## src/rtl/acc_ctrl_if.sv

```systemverilog
// Handshake bundle between requesters and the accumulator write controller.
// The slave modport is the controller's view; master is the requester side.
interface acc_ctrl_if;
   logic [1:0] req;
   logic [3:0] data0;
   logic [3:0] data1;
   logic       stall;
   logic       sync;
   logic [3:0] acci;
   logic       we;
   logic [1:0] gnt;
   logic [1:0] ack;
   logic       busy;
   logic [7:0] cnt;

   modport slave (
      input  req, data0, data1, stall,
      output sync, acci, we, gnt, ack, busy, cnt
   );

   modport master (
      output req, data0, data1, stall,
      input  sync, acci, we, gnt, ack, busy, cnt
   );
endinterface

```

## src/rtl/acc_ctrl.sv

```systemverilog
// Two-requester accumulator write controller: grant, capture strobe, stallable commit.
// Define ACC_CTRL_RR_EN for round-robin arbitration; otherwise requester 0 has fixed priority.
module acc_ctrl (
   input logic       clk,
   input logic       rst,
   acc_ctrl_if.slave bus
);
   localparam logic [1:0] IDLE = 2'b00;
   localparam logic [1:0] CAP  = 2'b01;
   localparam logic [1:0] WB   = 2'b10;

   logic [1:0] state_r;
   logic [1:0] gnt_r;
   logic [3:0] acci_r;
   logic       sync_r;
   logic       we_r;
   logic [1:0] ack_r;
   logic [7:0] cnt_r;
   logic       win_s;
   logic [3:0] win_data_s;

`ifdef ACC_CTRL_RR_EN
   logic       last_r;

   // Winner selection: on a tie the requester not granted last wins
   always_comb begin
      win_s = 1'b0;
      if (bus.req == 2'b11) begin
         win_s = ~last_r;
      end else begin
         win_s = ~bus.req[0];
      end
   end

   // Round-robin pointer: remembers the most recent grant
   always_ff @(posedge clk or negedge rst) begin
      if (!rst) begin
         last_r <= 1'b1;
      end else if ((state_r == IDLE) && (bus.req != 2'b00)) begin
         last_r <= win_s;
      end else begin
         last_r <= last_r;
      end
   end
`else
   // Winner selection: fixed priority to requester 0
   always_comb begin
      win_s = 1'b0;
      if (bus.req[0]) begin
         win_s = 1'b0;
      end else begin
         win_s = 1'b1;
      end
   end
`endif

   // Winner data mux
   always_comb begin
      win_data_s = 4'h0;
      if (win_s) begin
         win_data_s = bus.data1;
      end else begin
         win_data_s = bus.data0;
      end
   end

   // Transaction FSM; stall is sampled on the edge that would open the commit cycle
   always_ff @(posedge clk or negedge rst) begin
      if (!rst) begin
         state_r <= IDLE;
         gnt_r   <= 2'b00;
         acci_r  <= 4'h0;
         sync_r  <= 1'b0;
         we_r    <= 1'b0;
         ack_r   <= 2'b00;
         cnt_r   <= 8'h00;
      end else begin
         case (state_r)
            IDLE: begin
               we_r  <= 1'b0;
               ack_r <= 2'b00;
               if (bus.req != 2'b00) begin
                  state_r <= CAP;
                  gnt_r   <= win_s ? 2'b10 : 2'b01;
                  acci_r  <= win_data_s;
                  sync_r  <= 1'b1;
               end else begin
                  state_r <= IDLE;
                  sync_r  <= 1'b0;
               end
            end
            CAP: begin
               state_r <= WB;
               sync_r  <= 1'b0;
               if (!bus.stall) begin
                  we_r  <= 1'b1;
                  ack_r <= gnt_r;
               end else begin
                  we_r  <= 1'b0;
                  ack_r <= 2'b00;
               end
            end
            WB: begin
               sync_r <= 1'b0;
               if (we_r) begin
                  state_r <= IDLE;
                  gnt_r   <= 2'b00;
                  we_r    <= 1'b0;
                  ack_r   <= 2'b00;
                  cnt_r   <= cnt_r + 8'd1;
               end else if (!bus.stall) begin
                  we_r  <= 1'b1;
                  ack_r <= gnt_r;
               end else begin
                  we_r  <= 1'b0;
                  ack_r <= 2'b00;
               end
            end
            default: begin
               state_r <= IDLE;
               gnt_r   <= 2'b00;
               sync_r  <= 1'b0;
               we_r    <= 1'b0;
               ack_r   <= 2'b00;
            end
         endcase
      end
   end

   assign bus.sync = sync_r;
   assign bus.acci = acci_r;
   assign bus.we   = we_r;
   assign bus.gnt  = gnt_r;
   assign bus.ack  = ack_r;
   assign bus.busy = (state_r != IDLE);
   assign bus.cnt  = cnt_r;
endmodule

```

## src/flat_wrapper.sv

```systemverilog
// flat-port wrapper written by rule: the top's interface ports become plain ports
module acc_ctrl_flat 
  (clk, rst, bus_req, bus_data0, bus_data1, bus_stall, bus_sync, bus_acci, bus_we, bus_gnt, bus_ack, bus_busy, bus_cnt);
  acc_ctrl_if bus_i ();
  input logic clk;
  input logic rst;
  input wire logic [$bits(bus_i.req)-1:0] bus_req;
  input wire logic [$bits(bus_i.data0)-1:0] bus_data0;
  input wire logic [$bits(bus_i.data1)-1:0] bus_data1;
  input wire logic [$bits(bus_i.stall)-1:0] bus_stall;
  output wire logic [$bits(bus_i.sync)-1:0] bus_sync;
  output wire logic [$bits(bus_i.acci)-1:0] bus_acci;
  output wire logic [$bits(bus_i.we)-1:0] bus_we;
  output wire logic [$bits(bus_i.gnt)-1:0] bus_gnt;
  output wire logic [$bits(bus_i.ack)-1:0] bus_ack;
  output wire logic [$bits(bus_i.busy)-1:0] bus_busy;
  output wire logic [$bits(bus_i.cnt)-1:0] bus_cnt;
  assign bus_i.req = bus_req;
  assign bus_i.data0 = bus_data0;
  assign bus_i.data1 = bus_data1;
  assign bus_i.stall = bus_stall;
  assign bus_sync = bus_i.sync;
  assign bus_acci = bus_i.acci;
  assign bus_we = bus_i.we;
  assign bus_gnt = bus_i.gnt;
  assign bus_ack = bus_i.ack;
  assign bus_busy = bus_i.busy;
  assign bus_cnt = bus_i.cnt;
  acc_ctrl u_core (.clk(clk), .rst(rst), .bus(bus_i));
endmodule
```

## config.mk

```make
export PLATFORM = sky130hd
export DESIGN_NAME = acc_ctrl_flat
export DESIGN_NICKNAME = d
export VERILOG_FILES = /design/src/rtl/acc_ctrl_if.sv /design/src/rtl/acc_ctrl.sv /design/src/flat_wrapper.sv
export SDC_FILE = /design/constraint.sdc
export NUM_CORES = 1
export LEC_CHECK = 0
export CAP_MARGIN = 25
export CORE_MARGIN = 2
export CORE_UTILIZATION = 45
export CTS_CLUSTER_SIZE = 30
export DETAILED_ROUTE_END_ITERATION = 12
export PLACE_DENSITY = 0.86
export SYNTH_ARGS = -nofsm -noshare
export SYNTH_HDL_FRONTEND = slang
export SYNTH_SLANG_ARGS = --single-unit
```

## constraint.sdc

```tcl
create_clock -name clk -period 2.7 [get_ports clk]
set_clock_uncertainty 0.2 [all_clocks]
set_input_delay 0.405 -clock clk [delete_from_list [all_inputs] [get_ports clk]]
set_output_delay 0.405 -clock clk [all_outputs]
set_load 0.005 [all_outputs]
```

; ---- Word level (Yosys, flattened, before mapping)
; Cells that the tools add are included.
[classes]
n_eq_ne = 4
n_mux = 15
n_addsub = 1
n_bitwise = 1
n_reduce_logical = 6
[op_table]
columns = op, count
row1 = one-hot mux 2 bit (3 select lines), 2
row2 = 2-to-1 mux 2 bit, 5
row3 = adder 8 x 1 -> 8 bit (second input constant), 1
row4 = 2-to-1 mux 1 bit, 5
row5 = 2-to-1 mux 4 bit, 1
row6 = != test 2 x 1 -> 1 bit (second input constant), 2
row7 = one-hot mux 2 bit (2 select lines), 1
row8 = AND reduction 2 bit, 2
row9 = nonzero test 2 bit, 2
row10 = AND reduction 3 bit, 1
row11 = equality test 2 x 1 -> 1 bit (second input constant), 1
row12 = equality test 2 bit (second input constant), 1
row13 = logical NOT 2 bit, 1
row14 = one-hot mux 1 bit (2 select lines), 1
row15 = NOT 1 bit, 1
[totals]
word_cells = 34
regBits = 20
in_bits = 13

; ---- Logic depth before layout (Yosys ltp)
; Gate-level depths: netlist of the first run.
[depth]
depth_word = 3
ltp_mapped = 6

; ---- Worst setup path after synthesis of the first run
; Ideal clock, no wire load.
[synth_timing]
path_kind = register -> register
start = register u_core.state_r[0]
end = register u_core.state_r[1]
path_stages_with_launch = 6
arrival_time_ps = 1258
slack_ps = 1117
required_time_ps = 2375
path_buffers = 1
path_cell_list = dfrtp_1 -> inv_1 -> ha_1 -> nor2b_1 -> buf_6 -> mux2_2
[synth_between]
elab_chain_cells = 2
[synth_rtl]
columns = item, line
row1 = start: declaration, acc_ctrl.sv:12  ; logic [1:0] state_r;
row2 = start signal: assignment, acc_ctrl.sv:70  ; state_r <= IDLE;
row3 = start signal: assignment, acc_ctrl.sv:83  ; state_r <= CAP;
row4 = start signal: assignment, acc_ctrl.sv:88  ; state_r <= IDLE;
row5 = "equality test 2 bit, or another cell as far along", acc_ctrl.sv:78  ; case (state_r)
row6 = one-hot mux 2 bit (3 select lines) / != test 2 x 1 -> 1 bit (equally long branches), n/a
; Parallel ways exist; a longest one is shown, timed or not.
; A chain may end at the register's enable or synchronous reset.

; ---- Final worst setup path of the first run
[layout_timing]
start = register u_core.state_r[0]
end = output port bus_busy
[layout_between]
elab_chain_cells = 1
[layout_rtl]
columns = item, line
row1 = nonzero test 2 bit, acc_ctrl.sv:135  ; assign bus.busy = (state_r != IDLE);
row2 = end: declaration, flat_wrapper.sv:16  ; output wire logic [$bits(bus_i.busy)-1:0] bus_busy;
; No other way between the ends.

==> results of run 1 <==
[stage by stage]
stage / setup slack [ns] / util / hold WS (ns)
global route: 0.342 / 0.665 / 0.265
detailed placement: 0.779 / 0.646 / 0.266
CTS: 0.436 / 0.665 / 0.242
finish: 0.447 / 0.665 / 0.242
floorplan: 1.12 / - / -0.0906
global placement: 0.813 / 0.646 / 0.263
[layout by cell type, fill, tap and decap left out, types with 2 or more instances in the layout]
master	count
clkbuf_4	3
mux2i_1	4
nand3_1	2
clkdlybuf4s50_1	31
ha_1	5
o21ai_0	5
nor3b_1	2
inv_1	6
nand2_1	8
mux2_2	2
nand4_1	3
dfrtp_1	20
xnor2_1	7
[critical path, cell delays in order, from the launching register on]
cell             delay (ns)
dfrtp_1                0.42
inv_1                  0.08
ha_1                   0.25
inv_1                  0.10
clkdlybuf4s50_1        0.50
[worst max-delay path by stage]
stage / cells past startpoint / endpoint / startpoint / slack, ns
2_1_floorplan: 5 / u_core.state_r[1]$_DFFE_PN0P_ / u_core.state_r[0]$_DFFE_PN0P_ / 1.12
3_3_place_gp: 4 / u_core.bus.gnt[0]$_DFFE_PN0P_ / bus_req[0] / 0.81
3_5_place_dp: 4 / u_core.bus.gnt[0]$_DFFE_PN0P_ / bus_req[0] / 0.78
4_1_cts: 4 / bus_busy / u_core.state_r[0]$_DFFE_PN0P_ / 0.44
5_1_grt: 4 / bus_busy / u_core.state_r[0]$_DFFE_PN0P_ / 0.34
6_report: 4 / bus_busy / u_core.state_r[0]$_DFFE_PN0P_ / 0.45
[layer usage]
metal	wire, µm	track usage	vias up	part of all wire
met5	0	0	-	0
met4	46	0.111	0	0.025
met3	71	0.0182	4	0.039
met2	968	0.313	25	0.53
met1	724	0.210	361	0.40
li1	-	-	334	-
[state kept, by name (all words and copies together) (netlist names)]
name,count
u_core.bus.ack,2
u_core.bus.we,1
u_core.state_r,2
u_core.bus.cnt,8
u_core.bus.acci,4
u_core.bus.gnt,2
u_core.bus.sync,1
[logic make-up (layout without fill, tap and decap cells)]
logic type      count (synthesis)  after routing
mux                             6              6
fa+ha+maj                       5              5
buf+inv                         8             42
flops                          20             20
xor+xnor                        7              7
simple gates                   23             23
compound gates                  9              9
[final cells by class]
cell class / instances / area, µm² / area share
clock buffer: 4 / 36.3 / 0.0278
multi-input combinational: 50 / 393 / 0.301
sequential: 20 / 500 / 0.384
timing repair buffer: 32 / 318 / 0.244
inverter: 6 / 22.5 / 0.0173
tap: 27 / 33.8 / 0.0259
[power by group]
| part | internal [µW] | total (µW) | switching, µW |
|---|---|---|---|
| logic | 289 | 493 | 204 |
| clock network | 82.2 | 172 | 89.7 |
| registers | 393 | 472 | 79.6 |
==> results.sh, run 1 <==
export IMPL_rsz0062_at_grt="false"
export IMPL_slew_headroom=0.678
export IMPL_async_flop_share=1.00
export IMPL_start_kind="register"
export IMPL_gp_congestion=0.770
export IMPL_crit_arrival_ns=1.65
export IMPL_crit_path_end_kind="primary output"
export IMPL_hold_class="input port to async pin"
export IMPL_cts_setup_buffers=0
export IMPL_wire_per_inst_um=13.0
export IMPL_clk_path_buf_depth=2
export IMPL_dpl_hpwl_mm=1.41
export IMPL_antenna_cells=0
export IMPL_antenna_left=0
export IMPL_min_period_over_period=0.834
export IMPL_drv_cap=0
export IMPL_layout_drive_gt1_share=0.125
export IMPL_die_area_um2=2460
export IMPL_grt_pass1_vias=801
export IMPL_clk_pin_slew_ns=0.11
export IMPL_yosys_cell_count_top_type="dfrtp_1"
export IMPL_synth_top_area_frac=0.535
export IMPL_ioPinCount=32
export IMPL_grt_overflow=0
export IMPL_peakVddDrop_mv=0.463
export IMPL_drt_pass1_iter_count=3
export IMPL_r2r_end="u_core.state_r[1]$_DFFE_PN0P_"
export IMPL_clock_sinks=20
export IMPL_grt_util_all_layers=0.180
export IMPL_crit_required_ns=2.10
export IMPL_yosysTopAreaCell="dfrtp_1"
export IMPL_timing_setup_tns_ns=0
export IMPL_p_leak_uw=0.000579
export IMPL_synth_common_cells="dfrtp_1 (20), nand2_1 (8), xnor2_1 (7)"
export IMPL_fin_crit_ns=2.25
export IMPL_reg2regPathDepth=4
export IMPL_finalSetupViolations=0
export IMPL_cts_tree="yes"
export IMPL_slew_viol_final=0
export IMPL_ys_seq_area_frac=0.535
export IMPL_synth_compound_area_share=0.0696
export IMPL_synth_fp_nets=96
export IMPL_dieWidth_um=49.6
export IMPL_status="completed"
export IMPL_nFillCells=176
export IMPL_numCtsBuffers=3
export IMPL_drt_iter0_markers=1
export IMPL_syn_avg_cell_area_um2=12.0
export IMPL_post_cts_resized=0
export IMPL_hold_viol=0
export IMPL_viasPerCell=5.21
export IMPL_core_area_um2=1960
export IMPL_synth_top_family_by_area="simple AND/OR/NAND/NOR gates"
export IMPL_cts_htree_levels=1
export IMPL_antenna_found_initial=0
export IMPL_powerDensity_nw_per_um2=872
export IMPL_synth_xor_area_share=0.0656
export IMPL_ys_top_cells_by_area="dfrtp_1 (54%), ha_1 (6.7%), xnor2_1 (6.6%)"
export IMPL_reg2reg_slack_ns=0.80
export IMPL_design_power_total_uw=1140
export IMPL_tightest_slew_ns=0.481
export IMPL_drt_total_wl_mm=1.81
export IMPL_ys_types=25
export IMPL_die_h_um=49.6
export IMPL_drc_errors=0
export IMPL_vias=724
export IMPL_synthesis_area_um2=935
export IMPL_placed_area_um2=1270
export IMPL_stdcell_count=139
export IMPL_worstSetupPathType="register to primary output"
export IMPL_clock_latency_ns=0.30
export IMPL_nets=131
export IMPL_clock_tree_root_cell="clkbuf_4"
export IMPL_postSynthCellCount=78
export IMPL_synth_mux_area_frac=0.0669
export IMPL_ctsHoldBuffers=0
export IMPL_yosys_area_share_simple=0.151
export IMPL_synth_seq_cells=20
export IMPL_reg2reg_from="u_core.state_r[0]$_DFFE_PN0P_"
export IMPL_grt_pass1_wl_mm=3.43
export IMPL_path_max_fanout=4
export IMPL_synthAdderAreaFrac=0.0669
export IMPL_ys_warnings_count=0
export IMPL_synthFlopType="dfrtp_1"
export IMPL_area_delta_synth_final_pct=39.5
export IMPL_grt_max_degree=21
export IMPL_finalInstanceArea_um2=1300
export IMPL_max_freq_ghz=0.444
export IMPL_initial_core_util=0.476
export IMPL_synth_edf_count=0
export IMPL_place_inst=135
export IMPL_rows=16
export IMPL_io_buffers=31
Note: power is estimated with default switching activity, not from simulation.
==> inputs of run 2 (changes only) <==
--- a/config.mk
+++ b/config.mk
@@ -7,10 +7,10 @@
 export LEC_CHECK = 0
 export CAP_MARGIN = 25
 export CORE_MARGIN = 2
-export CORE_UTILIZATION = 45
+export CORE_UTILIZATION = 39
 export CTS_CLUSTER_SIZE = 30
 export DETAILED_ROUTE_END_ITERATION = 12
-export PLACE_DENSITY = 0.86
+export PLACE_DENSITY = 0.8
 export SYNTH_ARGS = -nofsm -noshare
 export SYNTH_HDL_FRONTEND = slang
 export SYNTH_SLANG_ARGS = --single-unit
==> constraint.sdc (replaced) <==
create_clock -name clk -period 1.9 [get_ports clk]
set_clock_uncertainty 0.2 [all_clocks]
set_input_delay 0.285 -clock clk [delete_from_list [all_inputs] [get_ports clk]]
set_output_delay 0.285 -clock clk [all_outputs]
set_load 0.005 [all_outputs]
==> results.sh, run 2 (same netlist as run 1, synthesis figures left out) <==
export IMPL_worstSetupPathType="register to primary output"
export IMPL_nFillCells=201
export IMPL_largest_reg_flops=8
export IMPL_finalInstanceArea_um2=1350
export IMPL_dieWidth_um=53.0
export IMPL_area_delta_synth_final_pct=44.0
export IMPL_drt_total_wl_mm=1.77
export IMPL_drc_errors=0
export IMPL_antenna_cells=0
export IMPL_power_frac_comb=0.462
export IMPL_hold_class="input port to async pin"
export IMPL_grt_pass1_vias=698
export IMPL_nets=135
export IMPL_rows=17
export IMPL_power_switching_uw=544
export IMPL_numCtsBuffers=3
export IMPL_crit_required_ns=1.41
export IMPL_p_leak_uw=0.000601
export IMPL_reg2reg_slack_ns=0.17
export IMPL_grt_max_degree=21
export IMPL_crit_path_end_kind="primary output"
export IMPL_slowest_stage="dfrtp_1"
export IMPL_r2r_end="u_core.bus.gnt[0]$_DFFE_PN0P_"
export IMPL_intPower_uw=1130
export IMPL_gp_congestion=0.695
export IMPL_rsz0062_at_grt="false"
export IMPL_initial_core_util=0.418
export IMPL_clock_tree_root_cell="clkbuf_4"
export IMPL_seq_power_share=0.392
export IMPL_cp_cell_sequence="inv_1 -> ha_4 -> inv_1 -> dlygate4sd2_1"
export IMPL_io_buffers=31
export IMPL_clk_pin_slew_ns=0.11
export IMPL_layout_drive_gt1_share=0.164
export IMPL_design_power_total_uw=1680
export IMPL_grt_pass1_wl_mm=2.93
export IMPL_tightest_slew_ns=0.346
export IMPL_swShare=0.324
export IMPL_drv_cap=0
export IMPL_pre_cts_ws_ns=0.103
export IMPL_place_inst=138
export IMPL_wire_per_inst_um=12.3
export IMPL_min_period_over_period=0.952
export IMPL_placed_area_um2=1280
export IMPL_viasPerCell=4.79
export IMPL_drt_pass1_iter_count=5
export IMPL_hold_viol=0
export IMPL_ioPinCount=32
export IMPL_antenna_found_initial=0
export IMPL_ctsHoldBuffers=0
export IMPL_finalSetupViolations=0
export IMPL_clock_latency_ns=0.30
export IMPL_reg2reg_from="u_core.state_r[1]$_DFFE_PN0P_"
export IMPL_crit_top_cell="inv_1"
export IMPL_grt_overflow=0
export IMPL_timing_setup_tns_ns=0
export IMPL_clock_sinks=20
export IMPL_status="completed"
export IMPL_vias=690
export IMPL_final_common_cell="clkdlybuf4s50_1"
export IMPL_die_area_um2=2800
export IMPL_slew_headroom=0.769
export IMPL_cts_htree_levels=1
export IMPL_cpPeakStageDelay_ns=0.40
export IMPL_start_kind="register"
export IMPL_antenna_left=0
export IMPL_layout_common_cells="clkdlybuf4s50_1 (30), dfrtp_1 (20), nand2_1 (8)"
export IMPL_fin_ws_ns=0.0913
export IMPL_slew_viol_final=0
export IMPL_fin_crit_ns=1.81
export IMPL_max_freq_ghz=0.553
export IMPL_die_h_um=53.0
export IMPL_clkPwrFrac=0.146
export IMPL_dpl_hpwl_mm=1.35
export IMPL_path_max_fanout=3
export IMPL_powerDensity_nw_per_um2=1250
export IMPL_clk_path_buf_depth=2
export IMPL_cts_tree="yes"
export IMPL_core_area_um2=2230
export IMPL_drt_iter0_markers=5
export IMPL_grt_util_all_layers=0.141
export IMPL_stdcell_count=144
export IMPL_peakVddDrop_mv=0.646
export IMPL_crit_arrival_ns=1.32
export IMPL_reg2regPathDepth=6
run 2: changes by cell type in the layout (fill, tap and decap cells not counted):
cell,before,now
buf_4,1,5
clkdlybuf4s50_1,31,30
dlygate4sd2_1,0,1
ha_1,5,4
ha_4,0,1
run 2: how the worst max path moves through the flow:
| stage | start | to | cells past startpoint |
|---|---|---|---|
| 2_1_floorplan | u_core.state_r[0]$_DFFE_PN0P_ | u_core.state_r[1]$_DFFE_PN0P_ | 5 |
| 3_3_place_gp | u_core.state_r[0]$_DFFE_PN0P_ | bus_busy | 4 |
| 3_5_place_dp | u_core.state_r[0]$_DFFE_PN0P_ | bus_busy | 4 |
| 4_1_cts | u_core.state_r[1]$_DFFE_PN0P_ | bus_busy | 4 |
| 5_1_grt | u_core.state_r[1]$_DFFE_PN0P_ | bus_busy | 4 |
| 6_report | u_core.state_r[1]$_DFFE_PN0P_ | bus_busy | 4 |
run 2: power by group through the flow:
stage                     combinational (µW)  sequential, µW  clock [µW]
after global placement                   697             668           0
after detailed placement                 723             676           0
after global routing                     871             674         270
after floorplan                          360             671           0
after CTS                                756             659         253
final                                    775             658         245
run 2: routing by layer:
metal,track usage,vias up,part of all wire,routed length (µm)
met5,0,-,0,0
met4,0.0513,0,0,0
met3,0.0282,0,0.067,119
met2,0.252,23,0.50,879
met1,0.167,324,0.43,768
li1,-,343,-,-
run 2: what timing repair did:
item                                    4_1_cts  5_1_grt
endpoints found under the setup margin        1        1
pin swaps                                     0        0
buffers inserted                              2        0
resized for setup                             2        1
run 2: worst max-delay path, delay by kind of cell (launching register included):
| family | cells | cell delay, ns |
|---|---|---|
| adder cells (fa/ha/maj) | 1 | 0.17 |
| flip-flops | 1 | 0.40 |
| buffers and inverters | 3 | 0.46 |
run 2: metrics by stage:
step | hold slack (ns) | utilization
after floorplan | -0.211 | -
after global placement | 0.262 | 0.575
after detailed placement | 0.262 | 0.575
after CTS | 0.122 | 0.598
after global routing | 0.133 | 0.603
final | 0.116 | 0.603
run 2: cell type report:
type,instances,area (µm²),share of cell area
flip-flops and latches,20,500,0.372
clock buffers,4,36.3,0.0270
well taps,28,35.0,0.0260
multi-input cells,50,405,0.301
repair buffers,36,347,0.257
inverters,6,22.5,0.0167
